[src/rtl/csr_pkg.sv]
// ---------------------------------------------------------------------------
// csr_pkg
// Shared CSR definitions for the counter / ID block and the CSR register file:
//   - 12-bit CSR address constants (machine counters, user counter aliases,
//     ID registers and the trap-handling CSRs owned by the register file)
//   - default MISA value (RV32I) and the counter width
//   - csr_half(): selects the low or high 32-bit word of a 64-bit counter
// ---------------------------------------------------------------------------
package csr_pkg;

    localparam int unsigned CSR_CNT_W = 64;

    localparam logic [31:0] MISA_DEFAULT = 32'h4000_0100;

    // Machine trap setup / handling (owned by the register file)
    localparam logic [11:0] CSR_MSTATUS   = 12'h300;
    localparam logic [11:0] CSR_MISA      = 12'h301;
    localparam logic [11:0] CSR_MIE       = 12'h304;
    localparam logic [11:0] CSR_MTVEC     = 12'h305;
    localparam logic [11:0] CSR_MSCRATCH  = 12'h340;
    localparam logic [11:0] CSR_MEPC      = 12'h341;
    localparam logic [11:0] CSR_MCAUSE    = 12'h342;
    localparam logic [11:0] CSR_MTVAL     = 12'h343;
    localparam logic [11:0] CSR_MIP       = 12'h344;

    // Machine counters
    localparam logic [11:0] CSR_MCYCLE    = 12'hB00;
    localparam logic [11:0] CSR_MINSTRET  = 12'hB02;
    localparam logic [11:0] CSR_MCYCLEH   = 12'hB80;
    localparam logic [11:0] CSR_MINSTRETH = 12'hB82;

    // User counter aliases
    localparam logic [11:0] CSR_CYCLE     = 12'hC00;
    localparam logic [11:0] CSR_TIME      = 12'hC01;
    localparam logic [11:0] CSR_INSTRET   = 12'hC02;
    localparam logic [11:0] CSR_CYCLEH    = 12'hC80;
    localparam logic [11:0] CSR_TIMEH     = 12'hC81;
    localparam logic [11:0] CSR_INSTRETH  = 12'hC82;

    // Machine information registers
    localparam logic [11:0] CSR_MVENDORID = 12'hF11;
    localparam logic [11:0] CSR_MARCHID   = 12'hF12;
    localparam logic [11:0] CSR_MIMPID    = 12'hF13;
    localparam logic [11:0] CSR_MHARTID   = 12'hF14;

    // Word select for split 64-bit counter reads
    function automatic logic [31:0] csr_half(input logic [CSR_CNT_W-1:0] v,
                                             input logic                 sel_hi);
        logic [31:0] w;
        if (sel_hi) begin
            w = v[63:32];
        end else begin
            w = v[31:0];
        end
        return w;
    endfunction

endpackage

[src/rtl/csr_counter_ro_if.sv]
// ---------------------------------------------------------------------------
// csr_counter_ro_if
// Read bus between the CSR register file (master) and the read-only counter /
// ID source (slave).
//   csr_ro_addr  master -> slave  12-bit CSR address
//   csr_ro_data  slave  -> master 32-bit read data, combinational
// ---------------------------------------------------------------------------
interface csr_counter_ro_if;

    logic [11:0] csr_ro_addr;
    logic [31:0] csr_ro_data;

    modport master (
        output csr_ro_addr,
        input  csr_ro_data
    );

    modport slave (
        input  csr_ro_addr,
        output csr_ro_data
    );

endinterface

[src/rtl/csr_counter64.sv]
// ---------------------------------------------------------------------------
// csr_counter64
// Free-running 64-bit counter with enable; wraps to 0 with no flag. The carry
// into the upper word is part of the same single-cycle add.
//   clock    system clock
//   reset_n  asynchronous active-low reset, clears the count
//   inc_en   count +1 on this rising edge
//   value    registered count
// ---------------------------------------------------------------------------
module csr_counter64
    import csr_pkg::*;
(
    input  logic                 clock,
    input  logic                 reset_n,
    input  logic                 inc_en,
    output logic [CSR_CNT_W-1:0] value
);

    logic [CSR_CNT_W-1:0] r_value;

    // Count register: +1 when enabled, otherwise hold
    always_ff @(posedge clock or negedge reset_n) begin
        if (!reset_n) begin
            r_value <= 64'd0;
        end else if (inc_en) begin
            r_value <= r_value + 64'd1;
        end else begin
            r_value <= r_value;
        end
    end

    assign value = r_value;

endmodule

[src/rtl/csr_counter_ro.sv]
// ---------------------------------------------------------------------------
// csr_counter_ro
// Read-only CSR source: mcycle, minstret, (optional) time, and constant ID
// registers, decoded combinationally onto csr_ro_data. Reads see the
// registered counter value, i.e. before the current cycle's increment.
//
// Build option: define CSR_USER_COUNTER_EN to build the time prescaler and
// counter and to decode the user aliases cycle/time/instret (C00..C82).
// Without it those addresses read 0 and no time logic exists.
//
// Ports
//   clock          system clock
//   reset_n        asynchronous active-low reset
//   bus            csr_counter_ro_if.slave (csr_ro_addr in, csr_ro_data out)
//   instr_retire   one pulse per retired instruction
//   count_inhibit  mcountinhibit image: [0] CY, [1] TM (ignored), [2] IR
// ---------------------------------------------------------------------------
module csr_counter_ro
    import csr_pkg::*;
#(
    parameter logic [31:0] HART_ID   = 32'h0000_0000,
    parameter logic [31:0] MISA_VAL  = MISA_DEFAULT,
    parameter logic [31:0] VENDOR_ID = 32'h0000_0000,
    parameter int unsigned TIME_DIV  = 16
)(
    input  logic                   clock,
    input  logic                   reset_n,
    csr_counter_ro_if.slave        bus,
    input  logic                   instr_retire,
    input  logic [2:0]             count_inhibit
);

    logic [CSR_CNT_W-1:0] w_mcycle;
    logic [CSR_CNT_W-1:0] w_minstret;
    logic                 w_cy_inc;
    logic                 w_ir_inc;
    logic [31:0]          w_rd_data;
    logic                 w_unused_tm;

    assign w_cy_inc    = ~count_inhibit[0];
    assign w_ir_inc    = instr_retire & ~count_inhibit[2];
    // time is never inhibited, so the TM bit has no effect
    assign w_unused_tm = count_inhibit[1];

    csr_counter64 u_mcycle (
        .clock   (clock),
        .reset_n (reset_n),
        .inc_en  (w_cy_inc),
        .value   (w_mcycle)
    );

    csr_counter64 u_minstret (
        .clock   (clock),
        .reset_n (reset_n),
        .inc_en  (w_ir_inc),
        .value   (w_minstret)
    );

`ifdef CSR_USER_COUNTER_EN
    localparam logic [15:0] PRESC_LAST = 16'(TIME_DIV - 1);

    logic [15:0]          r_presc;
    logic                 w_presc_wrap;
    logic [CSR_CNT_W-1:0] w_time;

    // With TIME_DIV == 1 PRESC_LAST is 0, so the wrap fires every clock
    assign w_presc_wrap = (r_presc == PRESC_LAST);

    // Time prescaler: 0..TIME_DIV-1, free running
    always_ff @(posedge clock or negedge reset_n) begin
        if (!reset_n) begin
            r_presc <= 16'd0;
        end else if (w_presc_wrap) begin
            r_presc <= 16'd0;
        end else begin
            r_presc <= r_presc + 16'd1;
        end
    end

    csr_counter64 u_time (
        .clock   (clock),
        .reset_n (reset_n),
        .inc_en  (w_presc_wrap),
        .value   (w_time)
    );
`else
    localparam int unsigned unused_time_div = TIME_DIV;
`endif

    // Read decode, zero latency; unknown addresses read 0
    always_comb begin
        w_rd_data = 32'h0000_0000;
        case (bus.csr_ro_addr)
            CSR_MCYCLE:    w_rd_data = csr_half(w_mcycle, 1'b0);
            CSR_MCYCLEH:   w_rd_data = csr_half(w_mcycle, 1'b1);
            CSR_MINSTRET:  w_rd_data = csr_half(w_minstret, 1'b0);
            CSR_MINSTRETH: w_rd_data = csr_half(w_minstret, 1'b1);
            CSR_MISA:      w_rd_data = MISA_VAL;
            CSR_MVENDORID: w_rd_data = VENDOR_ID;
            CSR_MARCHID:   w_rd_data = 32'h0000_0000;
            CSR_MIMPID:    w_rd_data = 32'h0000_0000;
            CSR_MHARTID:   w_rd_data = HART_ID;
`ifdef CSR_USER_COUNTER_EN
            CSR_CYCLE:     w_rd_data = csr_half(w_mcycle, 1'b0);
            CSR_CYCLEH:    w_rd_data = csr_half(w_mcycle, 1'b1);
            CSR_TIME:      w_rd_data = csr_half(w_time, 1'b0);
            CSR_TIMEH:     w_rd_data = csr_half(w_time, 1'b1);
            CSR_INSTRET:   w_rd_data = csr_half(w_minstret, 1'b0);
            CSR_INSTRETH:  w_rd_data = csr_half(w_minstret, 1'b1);
`endif
            default:       w_rd_data = 32'h0000_0000;
        endcase
    end

    assign bus.csr_ro_data = w_rd_data;

endmodule

[src/flat_wrapper.sv]
// flat-port wrapper written by rule: the top's interface ports become plain ports
module csr_counter_ro_flat import csr_pkg::*;
#(
    parameter logic [31:0] HART_ID   = 32'h0000_0000,
    parameter logic [31:0] MISA_VAL  = MISA_DEFAULT,
    parameter logic [31:0] VENDOR_ID = 32'h0000_0000,
    parameter int unsigned TIME_DIV  = 16
)
  (clock, reset_n, instr_retire, count_inhibit, bus_csr_ro_addr, bus_csr_ro_data);
  csr_counter_ro_if bus_i ();
  input  logic clock;
  input  logic reset_n;
  input  logic instr_retire;
  input  logic [2:0] count_inhibit;
  input wire logic [$bits(bus_i.csr_ro_addr)-1:0] bus_csr_ro_addr;
  output wire logic [$bits(bus_i.csr_ro_data)-1:0] bus_csr_ro_data;
  assign bus_i.csr_ro_addr = bus_csr_ro_addr;
  assign bus_csr_ro_data = bus_i.csr_ro_data;
  csr_counter_ro #(.HART_ID(HART_ID), .MISA_VAL(MISA_VAL), .VENDOR_ID(VENDOR_ID), .TIME_DIV(TIME_DIV)) u_core (.clock(clock), .reset_n(reset_n), .bus(bus_i), .instr_retire(instr_retire), .count_inhibit(count_inhibit));
endmodule
[config.mk]
export PLATFORM = sky130hd
export DESIGN_NAME = csr_counter_ro_flat
export DESIGN_NICKNAME = d
export VERILOG_FILES = /design/src/rtl/csr_pkg.sv /design/src/rtl/csr_counter_ro_if.sv /design/src/rtl/csr_counter64.sv /design/src/rtl/csr_counter_ro.sv /design/src/flat_wrapper.sv
export SDC_FILE = /design/constraint.sdc
export NUM_CORES = 1
export LEC_CHECK = 0
export CAP_MARGIN = 25
export CORE_UTILIZATION = 45
export CTS_BUF_LIST = sky130_fd_sc_hd__clkbuf_2
export DETAILED_ROUTE_END_ITERATION = 6
export GPL_ROUTABILITY_DRIVEN = 0
export PLACE_DENSITY = 0.68
export SETUP_SLACK_MARGIN = 0.15
export SLEW_MARGIN = 20
export SYNTH_ARGS = -nofsm -noshare
export SYNTH_HDL_FRONTEND = slang
export SYNTH_HIERARCHICAL = 1
export SYNTH_SLANG_ARGS = --single-unit
[constraint.sdc]
create_clock -name clock -period 2 [get_ports clock]
set_input_delay 0.5 -clock clock [delete_from_list [all_inputs] [get_ports clock]]
set_output_delay 0.5 -clock clock [all_outputs]
set_load 0.01 [all_outputs]
; After elaboration in Yosys (flattened, before gate mapping)
; Index checks and enable logic that the tools add are counted.
[op_classes]
n_eq_ne = 5
add_sub_neg = 2
mux = 1
bitwise = 2
[op_table]
columns = operator, n
row1 = $pmux W32 S5, 1
row2 = $add A64 B1 Y64 const B, 2
row3 = $eq A12 B12 Y1 const B, 4
row4 = $eq A12 B10 Y1 const B, 1
row5 = $and A1 B1 Y1, 1
row6 = $not A1 Y1, 1
[word_totals]
word_cells = 12
input_bits = 18
ff_bits = 128

; Depth between registers and ports, before layout
; Gate-level depths: netlist (run 1).
[depth]
ltp_word = 2
mapped_depth = 6
depth_no_buf = 6

; Modules after synthesis
; Netlist (run 1), hierarchy kept.
[by_module_without_submodules]
columns = mod, cells_per_inst, n_inst, area_each_um2
row1 = csr_counter64, 285, 2, 3098.0
row2 = csr_counter_ro, 90, 1, 1146.1

; Worst setup path after synthesis (run 1)
; No wires, ideal clock.
[synth_timing]
kind = in2reg
start = input instr_retire
end = register u_core.u_minstret.r_value[33], in the netlist u_core/u_minstret/value[33]
arrival_ns = 1.954
path_slack_ns = -0.033
setup_time_ns = 0.079
cell_stages = 6
required_ns = 1.921
path_cell_list = nor2b_1 nand4_2 nor4_4 nand3_2 nor4_2 xor2_1
[synth_between]
elab_chain_cells = 1
[synth_lines]
columns = item, line_no
row1 = "start, declared", flat_wrapper.sv:13  ; input logic instr_retire;
row2 = $and A1 B1 Y1, csr_counter_ro.sv:41  ; assign w_ir_inc = instr_retire & ~count_inhibit[2];
row3 = "end signal, assigned", csr_counter64.sv:26  ; r_value <= r_value + 64'd1;
row4 = "end signal, assigned", csr_counter64.sv:28  ; r_value <= r_value;
row5 = "end, declared", csr_counter64.sv:19  ; logic [CSR_CNT_W-1:0] r_value;
; Every way passes these cells.
; A chain may end at the register's enable or synchronous reset.

; Final worst setup path (run 1)
[layout_timing]
start = register u_core.u_mcycle.r_value[3], in the netlist u_core/u_mcycle/value[3]
end = output bus_csr_ro_data[3]
[layout_between]
elab_chain_cells = 1
[layout_lines]
columns = item, line_no
row1 = "start, declared", csr_counter64.sv:19
row2 = "start signal, assigned", csr_counter64.sv:26
row3 = "start signal, assigned", csr_counter64.sv:28
row4 = $pmux W32 S5, csr_counter_ro.sv:93  ; case (bus.csr_ro_addr)
row5 = "end, declared", flat_wrapper.sv:16  ; output wire logic [$bits(bus_i.csr_ro_data)-1:0] bus_csr_ro_data;
; Every way passes these cells.

==> out/metrics.yaml, run 1 <==
dp.final_hpwl_mm: 16.20
switching_share_pct: 30.55
status: "finished with violations"
combPwrFrac_pct: 22.5
cp-start-kind: "flip-flop"
cts.sinks: 128
fin_crit_sh_pct: 123.6
synth_seq_cells: 128
grt_pass1_wl_mm: 37.58
finalCriticalPeriod_ps: 2472
cap_violations: 0
pwr-share-clk_pct: 25.7
drtIter0Drc: 753
syn-num-nets: 680
die_h_um: 129.7
critical_path_class: "flip-flop to output pin"
yosys_warnings: 6
io_pins: 50
p_per_area_nw_per_um2: 470.2
sequentialPowerShare_pct: 51.7
cp.required_ps: 1500
grt_pass1_vias: 6883
first_pass_iters: 5
internal_power_uw: 3823
vias_per_cell: 5.767
cp_max_fo: 2
postSynthAreaPerCell_um2: 11.12
slew_headroom_pct: 62.82
io_buffers: 48
yosysTopAreaCell: "dfrtp_1"
drt_wl_total_mm: 26.77
cts_buffers: 17
vias: 7053
dpl-instance-area_um2: 9558
power_switching_uw: 1682
power_leakage_uw: 0.005803
fin_area_um2: 11710
rows: 46
yosysTopAreaCellShare_pct: 43.63
start_util_pct: 46.22
skew_ps: 39.35
clkLatencyLatePin_ps: 700
cp.arrival_ps: 1970
drc: 0
setup_viol: 66
die_x_um: 129.7
hold_class: "input port to asynchronous set/reset pin"
antenna_found_initial: 1
netlist_instances: 660
cts_tree: "yes"
hold_viol: 0
rsz0062_at_grt: "yes"
cts.path.max_buffers: 2
coreArea_um2: 15890
grt.total_usage_pct: 30.50
synthDistinctLibCells: 37
path_clk_slew_ps: 210
area_growth_pct: 59.46
fmax_mhz: 404.5
ant_nets: 0
wl_per_cell_um: 21.89
critPathCaptureType: "output pin"
ir_worst_vdd_v: 0.0004301
post_route_cells_drive_above_1_share_pct: 55.47
place_ws_ps: -925.4
nNetsFinal: 1013
netlist_area_um2: 7342
yosysSeqAreaShare_pct: 43.63
dieArea_um2: 16830
synthTopCellsByArea: "dfrtp_1 44%, xor2_1 8.4%, xnor2_1 6.7%"
violations: "negative setup slack"
grt_overflow: 0
cts_max_level: 4
cts_root_buf: "clkbuf_2"
grt_max_degree: 76
worst_slack_ps: -472.5
drv_slew: 0
worstMarginPinSlew_ps: 553.5
-- cells in the mapped netlist, drive strengths merged --
| master | number |
|---|---|
| nand4 | 46 |
| nor3 | 44 |
| a31oi | 2 |
| and4 | 6 |
| mux4 | 30 |
| and2b | 2 |
| nor2 | 52 |
| nor4 | 22 |
| nand3 | 49 |
| xor2 | 70 |
| nand2 | 61 |
| dfrtp | 128 |
| buf | 7 |
| nor2b | 30 |
| xnor2 | 56 |
| mux2 | 6 |
| or2 | 4 |
| and3 | 4 |
| nor4b | 2 |
| or3 | 2 |
| inv | 23 |
| and2 | 4 |
| clkbuf | 4 |
| or4b | 1 |
| nor3b | 3 |
| ha | 2 |
-- state kept, by name, summed over array words and instances (netlist names) --
name and cells:
u_core/u_mcycle/value 64, u_core/u_minstret/value 64
-- cell type report --
cell class,count,area (um2)
Timing Repair Buffer,324,2799
Antenna cell,1,2.502
Clock inverter,10,70.07
Multi-Input combinational cell,499,5155
Inverter,23,93.84
Sequential cell,128,3207
Fill cell,986,4178
Tap cell,216,270.3
Clock buffer,22,110.1
-- placed cells by master (no fill, tap or decap), types with 22 or more instances in the layout --
cell type | synthesis | layout
nor3_4 | 0 | 28
mux4_2 | 12 | 30
xor2_1 | 70 | 70
clkbuf_2 | 0 | 22
nand2_1 | 59 | 54
buf_6 | 4 | 64
xnor2_1 | 56 | 45
buf_4 | 0 | 217
nand4_1 | 34 | 34
nor2_4 | 0 | 33
nand3_1 | 43 | 33
dfrtp_1 | 128 | 125
-- repair_timing --
action                     in CTS  in global routing
setup endpoints to repair      95                130
cloned                          4                  0
setup buffers                  50                 36
hold endpoints to repair       53                  0
gates resized for setup       341                120
pin swaps                      90                 73
hold buffers                    1                  0
-- metrics by stage --
| step | util (%) | TNS [ps] | hold slack [ps] | cells | power (uW) |
|---|---|---|---|---|---|
| after floorplan | - | 0 | 204.4 | 660 | 3330 |
| after global placement | 60.17 | -58790 | 389.6 | 1099 | 3803 |
| after detailed placement | 60.17 | -63810 | 391.4 | 1099 | 3838 |
| after CTS | 68.36 | -13730 | 160.8 | 1186 | 5323 |
| after global routing | 73.70 | -20630 | 85.03 | 1223 | 5781 |
| final | 73.70 | -13930 | 182.5 | 1223 | 5505 |
-- cells by family (layout without fill, tap and decap cells) --
logic type | count (synthesis) | after routing | synth area share [%]
flip-flops | 128 | 128 | 43.63
multiplexers | 36 | 36 | 11.04
XOR/XNOR | 126 | 126 | 15.03
AO/OA/AOI/OAI | 2 | 2 | 0.1704
buffers and inverters | 34 | 379 | 2.181
adder cells (fa/ha/maj) | 2 | 2 | 0.3408
AND/OR/NAND/NOR | 332 | 333 | 27.61
other | 0 | 1 | 0
-- path summary, 6_finish.rpt --
kind | from | slack, ps | depth (start not counted) | endpoint
min | reset_n | 180 | 2 | u_core/u_minstret/value[7]$_DFFE_PN0P_
max | u_core/u_mcycle/value[3]$_DFFE_PN0P_ | -470 | 3 | bus_csr_ro_data[3]
max in group asynchronous | reset_n | 1070 | 3 | u_core/u_mcycle/value[28]$_DFFE_PN0P_
min reg2reg | u_core/u_mcycle/value[63]$_DFFE_PN0P_ | 490 | 1 | u_core/u_mcycle/value[63]$_DFFE_PN0P_
min in group clock | u_core/u_mcycle/value[63]$_DFFE_PN0P_ | 490 | 1 | u_core/u_mcycle/value[63]$_DFFE_PN0P_
max reg2reg | u_core/u_minstret/value[35]$_DFFE_PN0P_ | -150 | 8 | u_core/u_minstret/value[53]$_DFFE_PN0P_
-- worst max-delay path, stage by stage (launching register included) --
cell and delay, ps:
dfrtp_1 480, mux4_2 500, and2b_1 170, buf_2 130
-- metal layers --
| layer | wire length (um) | vias to the layer above | track usage, % | share of wire, % |
|---|---|---|---|---|
| li1 | - | 3025 | - | - |
| met1 | 10080 | 3571 | 39.29 | 38 |
| met2 | 13190 | 369 | 49.45 | 49 |
| met3 | 2245 | 88 | 8.159 | 8.4 |
| met4 | 1249 | 0 | 11.42 | 4.7 |
| met5 | 0 | - | 0 | 0 |
-- power by group through the flow --
| stage | Combinational, uW | Sequential [uW] | Clock (uW) |
|---|---|---|---|
| after floorplan | 404 | 2930 | 0 |
| after global placement | 931 | 2870 | 0 |
| after detailed placement | 966 | 2870 | 0 |
| after CTS | 1070 | 2840 | 1410 |
| after global routing | 1350 | 2860 | 1570 |
| final | 1240 | 2850 | 1420 |
Power figures use the tool's default switching activity.
==> inputs of run 2 (changes only) <==
- CTS_BUF_LIST: sky130_fd_sc_hd__clkbuf_2 -> sky130_fd_sc_hd__clkbuf_8 sky130_fd_sc_hd__clkbuf_16
==> out/metrics.yaml, run 2 (synthesis results as in run 1) <==
path_clk_slew_ps: 60  # was 210 ps
antenna_found_initial: 2  # was 1
cts_root_buf: "clkbuf_16"  # was clkbuf_2
worstMarginPinSlew_ps: 466.6  # was 553.5 ps
cts_tree: "yes"  # unchanged
setup_viol: 87  # was 66
layout_common_cells: "185 x buf_4, 124 x dfrtp_1, 92 x buf_6, 70 x xor2_1, 55 x nand2_1"  # was 217 x buf_4, 125 x dfrtp_1, 70 x xor2_1, 64 x buf_6, 54 x nand2_1
skew_ps: 13.14  # was 39.35 ps
wl_per_cell_um: 25.80  # was 21.89 um
pwr-share-clk_pct: 42.0  # was 25.7%
nNetsFinal: 1017  # was 1,013
dieArea_um2: 16830  # unchanged
final_common_cell: "buf_4"  # unchanged
post_route_cells_drive_above_1_share_pct: 56.53  # was 55.47%
vias_per_cell: 6.129  # was 5.767
rsz0062_at_grt: "yes"  # unchanged
critical_path_class: "flip-flop to flip-flop"  # was flip-flop to output pin
grt.total_usage_pct: 33.27  # was 30.50%
startpoint: "u_core/u_mcycle/value[18]$_DFFE_PN0P_"  # was u_core/u_mcycle/value[3]$_DFFE_PN0P_
combPwrFrac_pct: 17.9  # was 22.5%
internal_power_uw: 5182  # was 3823 uW
die_x_um: 129.7  # unchanged
coreArea_um2: 15890  # unchanged
place_ws_ps: -925.4  # unchanged
start_util_pct: 46.22  # unchanged
post-place-cells: 1099  # unchanged
fin_crit_sh_pct: 111.0  # was 123.6%
fin_cells: 1227  # was 1,223
io_buffers: 48  # unchanged
hold_class: "input port to asynchronous set/reset pin"  # unchanged
slew_headroom_pct: 68.80  # was 62.82%
rows: 46  # unchanged
sequentialPowerShare_pct: 40.1  # was 51.7%
cts_max_level: 4  # unchanged
cp_max_fo: 4  # was 2
drc: 0  # unchanged
critPathCaptureType: "flip-flop"  # was output pin
p_per_area_nw_per_um2: 586.4  # was 470.2 nW/um2
cp-start-kind: "flip-flop"  # unchanged
cts_buffers: 17  # unchanged
grt_max_degree: 76  # unchanged
clkLatencyLatePin_ps: 430  # was 700 ps
die_h_um: 129.7  # unchanged
hold_viol: 0  # unchanged
drt_wl_total_mm: 31.66  # was 26.77 mm
grt_overflow: 0  # unchanged
status: "finished with violations"  # unchanged
grt_pass1_wl_mm: 40.86  # was 37.58 mm
io_pins: 50  # unchanged
first_pass_iters: 5  # unchanged
ir_worst_vdd_v: 0.0006710  # was 0.0004301 V
vias: 7520  # was 7,053
power_switching_uw: 2016  # was 1682 uW
switching_share_pct: 28.01  # was 30.55%
finalCriticalPeriod_ps: 2220  # was 2472 ps
rr_startpoint: "u_core/u_mcycle/value[18]$_DFFE_PN0P_"  # was u_core/u_minstret/value[35]$_DFFE_PN0P_
violations: "negative setup slack"  # unchanged
worst_slack_ps: -219.7  # was -472.5 ps
fmax_mhz: 450.5  # was 404.5 MHz
drv_slew: 0  # unchanged
cp.required_ps: 2330  # was 1500 ps
cts.sinks: 128  # unchanged
dp.final_hpwl_mm: 16.20  # unchanged
cap_violations: 0  # unchanged
cp.arrival_ps: 2550  # was 1970 ps
cts.path.max_buffers: 2  # unchanged
grt_pass1_vias: 7403  # was 6,883
area_growth_pct: 67.21  # was 59.46%
ant_nets: 0  # unchanged
power_leakage_uw: 0.006120  # was 0.005803 uW
drtIter0Drc: 919  # was 753
rrSetupSlack_ps: -220  # was -150 ps
==> run 2: metal layers <==
metal	wire, um	share of wire [%]	up-vias	GRT usage (%)
met5	47	0.15	-	0
met4	1995	6.3	4	14.91
li1	-	-	3039	-
met3	3273	10	183	8.897
met2	15540	49	533	55.33
met1	10800	34	3761	40.69
==> run 2: worst paths after layout <==
kind | depth (start not counted) | endpoint
worst max-delay path | 8 | u_core/u_mcycle/value[50]$_DFFE_PN0P_
worst min-delay path | 2 | u_core/u_minstret/value[14]$_DFFE_PN0P_
worst max register to register | 8 | u_core/u_mcycle/value[50]$_DFFE_PN0P_
worst min register to register | 1 | u_core/u_minstret/value[62]$_DFFE_PN0P_
max in group asynchronous | 3 | u_core/u_mcycle/value[23]$_DFFE_PN0P_
min in group clock | 1 | u_core/u_minstret/value[62]$_DFFE_PN0P_
==> run 2: power groups by stage <==
stage / clock network, uW / logic [uW] / registers (uW)
2_1_floorplan: 0 / 404 / 2930
3_3_place_gp: 0 / 931 / 2870
3_5_place_dp: 0 / 966 / 2870
6_report: 3020 / 1290 / 2890
5_1_grt: 3140 / 1370 / 2880
4_1_cts: 2960 / 1100 / 2850
==> run 2: worst max-delay path, stage by stage (launching register included) <==
cell	delay, ps
dfrtp_1	440
buf_4	160
nand3_1	260
nor4_4	420
buf_4	180
nand4_4	140
buf_6	170
nor3_4	140
xor2_1	200
==> run 2: area by class of cell <==
class / instances / area [um2]
inverter: 23 / 86.33
timing repair buffer: 327 / 2967
sequential: 128 / 3208
multi-input combinational: 500 / 5189
tap: 216 / 270.3
clock inverter: 11 / 73.82
clock buffer: 21 / 480.5
antenna: 1 / 2.502
fill: 848 / 3608
==> run 2: repair_timing <==
item | CTS | global route
endpoints found under the hold margin | 15 | 0
resized for setup | 401 | 137
setup endpoints to repair | 114 | 133
setup buffers | 53 | 33
pin swaps | 107 | 97
cloned | 8 | 0
hold buffers | 1 | 0
==> run 2: stage by stage <==
stage	setup TNS, ps	instance area, um2	power, uW	utilization, %	hold slack (ps)
CTS	-3189	11410	6901	71.81	472.6
global placement	-58790	9558	3803	60.17	389.6
global route	-12140	12270	7392	77.27	505.7
finish	-10010	12280	7199	77.28	494.7
floorplan	0	7470	3330	-	204.4
detailed placement	-63810	9558	3838	60.17	391.4
==> inputs of run 3 (changes only) <==
- DONT_BUFFER_PORTS: not set -> 1
- PLACE_DENSITY: 0.68 -> 0.64
==> out/metrics.yaml, run 3 (synthesis results as in run 1) <==
grt.total_usage_pct: 26.73  # was 33.27%
top_layer_used: "met4"  # was met5
worstMarginPinSlew_ps: 638.7  # was 466.6 ps
io_pins: 50  # unchanged
critPathCaptureType: "output pin"  # was flip-flop
status: "finished with violations"  # unchanged
drc: 0  # unchanged
cts.sinks: 128  # unchanged
grt_pass1_wl_mm: 32.82  # was 40.86 mm
nNetsFinal: 885  # was 1,017
fillers: 1140  # was 848
combPwrFrac_pct: 13.6  # was 17.9%
hold_ws_ps: -217.4  # was 494.7 ps
cts_tree: "yes"  # unchanged
die_x_um: 129.7  # unchanged
cts.path.max_buffers: 2  # unchanged
cp.arrival_ps: 1680  # was 2550 ps
finalCriticalPeriod_ps: 2183  # was 2220 ps
rows: 46  # unchanged
hold_viol: 128  # was 0
cp-start-kind: "flip-flop"  # unchanged
multi_input_area_um2: 4786  # was 5189 um2
dieArea_um2: 16830  # unchanged
critical_path_class: "flip-flop to output pin"  # was flip-flop to flip-flop
drt_wl_total_mm: 22.90  # was 31.66 mm
cts_buffers: 17  # unchanged
drtIter0Drc: 454  # was 919
io_buffers: 0  # was 48
antenna_found_initial: 0  # was 2
vias: 6291  # was 7,520
path_clk_slew_ps: 50  # was 60 ps
p_per_area_nw_per_um2: 606.8  # was 586.4 nW/um2
setup_viol: 33  # was 87
grt_pass1_vias: 6063  # was 7,403
die_h_um: 129.7  # unchanged
fin_cells: 1089  # was 1,227
fin_crit_sh_pct: 109.2  # was 111.0%
cts_max_level: 4  # unchanged
layout_common_cells: "151 x buf_4, 86 x dfrtp_1, 70 x xor2_1, 55 x nand2_1, 50 x xnor2_1"  # was 185 x buf_4, 124 x dfrtp_1, 92 x buf_6, 70 x xor2_1, 55 x nand2_1
sequentialPowerShare_pct: 45.4  # was 40.1%
drv_slew: 0  # unchanged
final_common_cell: "buf_4"  # unchanged
dp.final_hpwl_mm: 14.06  # was 16.20 mm
vias_per_cell: 5.777  # was 6.129
skew_ps: 6.781  # was 13.14 ps
cp_max_fo: 2  # was 4
cp.required_ps: 1500  # was 2330 ps
ir_worst_vdd_v: 0.0006138  # was 0.0006710 V
area_growth_pct: 43.93  # was 67.21%
cap_violations: 0  # unchanged
violations: "negative hold slack, negative setup slack"  # was negative setup slack
grt_max_degree: 129  # was 76
coreArea_um2: 15890  # unchanged
hold_class: "input port to asynchronous set/reset pin"  # unchanged
place_ws_ps: -103.2  # was -925.4 ps
post_route_cells_drive_above_1_share_pct: 50.40  # was 56.53%
fmax_mhz: 458.1  # was 450.5 MHz
start_util_pct: 46.22  # unchanged
pwr-share-clk_pct: 41.1  # was 42.0%
first_pass_iters: 5  # unchanged
power_leakage_uw: 0.004974  # was 0.006120 uW
regArea_um2: 3256  # was 3208 um2
slew_headroom_pct: 57.33  # was 68.80%
worst_slack_ps: -183.0  # was -219.7 ps
wl_met2_mm: 11.58  # was 15.54 mm
wl_met1_mm: 8.981  # was 10.80 mm
post-place-cells: 943  # was 1,099
power_switching_uw: 1614  # was 2016 uW
n_antenna_cell: 0  # was 1
wl_per_cell_um: 21.02  # was 25.80 um
switching_share_pct: 25.17  # was 28.01%
rsz0062_at_grt: "yes"  # unchanged
clkLatencyLatePin_ps: 420  # was 430 ps
ant_nets: 0  # unchanged
grt_overflow: 0  # unchanged
wl_met3_mm: 1.746  # was 3.273 mm
cts_root_buf: "clkbuf_16"  # unchanged
internal_power_uw: 4799  # was 5182 uW
==> run 3: cell count changes in the layout (fill, tap and decap cells not counted), sizes merged <==
cell | previous run | this run
bufinv | 1 | 0
clkbuf | 23 | 19
nand3 | 51 | 50
buf | 321 | 196
dlygate4sd3 | 1 | 0
inv | 28 | 29
diode | 1 | 0
clkdlybuf4s50 | 1 | 0
clkinv | 5 | 2
clkdlybuf4s15 | 2 | 0
==> run 3: metal layers <==
layer / up-vias / global-route usage, %
met4: 0 / 7.729
li1: 2755 / -
met2: 274 / 44.54
met3: 39 / 5.904
met5: - / 0
met1: 3223 / 35.11
==> run 3: through the flow <==
stage          total power [uW]  util, %  area (um2)  hold WS [ps]  setup TNS, ps
3_5_place_dp               3477    51.88        8242         210.7         -410.9
4_1_cts                    6307    61.33        9742        -236.2          -3365
2_1_floorplan              3330        -        7470         204.4              0
5_1_grt                    6645    66.52       10570        -244.2          -5473
3_3_place_gp               3455    51.88        8242         209.7         -153.1
6_report                   6413    66.52       10570        -217.4          -3237
==> run 3: area by class of cell <==
type                       instances  area share [%]
multi-input combinational        499           45.29
clock inverter                     8          0.3078
timing repair buffer             196           15.94
clock buffer                      19           4.286
sequential                       128           30.81
inverter                          23          0.8170
tap                              216           2.557
==> run 3: timing repair <==
action,in CTS,in global routing
setup endpoints to repair,45,108
hold endpoints to repair,128,128
setup buffers,91,27
gates cloned,1,0
pin swaps,33,64
gates resized for setup,124,133
==> run 3: power by group through the flow <==
stage / Sequential [uW] / Combinational, uW / Clock, uW
2_1_floorplan: 2930 / 404 / 0
5_1_grt: 2920 / 936 / 2790
6_report: 2910 / 869 / 2630
3_3_place_gp: 3000 / 453 / 0
4_1_cts: 2870 / 774 / 2660
3_5_place_dp: 3010 / 467 / 0
==> run 3: final timing paths <==
check / startpoint / to / slack, ps / cells after the start
worst max-delay path: u_core/u_mcycle/value[19]$_DFFE_PN0P_ / bus_csr_ro_data[19] / -180 / 4
worst min-delay path: reset_n / u_core/u_minstret/value[45]$_DFFE_PN0P_ / -220 / 0
worst max register to register: u_core/u_mcycle/value[11]$_DFFE_PN0P_ / u_core/u_mcycle/value[50]$_DFFE_PN0P_ / -20 / 11
worst min register to register: u_core/u_mcycle/value[59]$_DFFE_PN0P_ / u_core/u_mcycle/value[59]$_DFFE_PN0P_ / 490 / 1
max in group asynchronous: reset_n / u_core/u_mcycle/value[11]$_DFFE_PN0P_ / 1910 / 0
min in group clock: count_inhibit[2] / u_core/u_minstret/value[2]$_DFFE_PN0P_ / 380 / 3
==> run 3: critical path, cell delays in order (launching register included) <==
cell	delay (ps)
dfrtp_1	410
buf_6	140
mux4_2	460
nor2b_4	140
buf_6	120
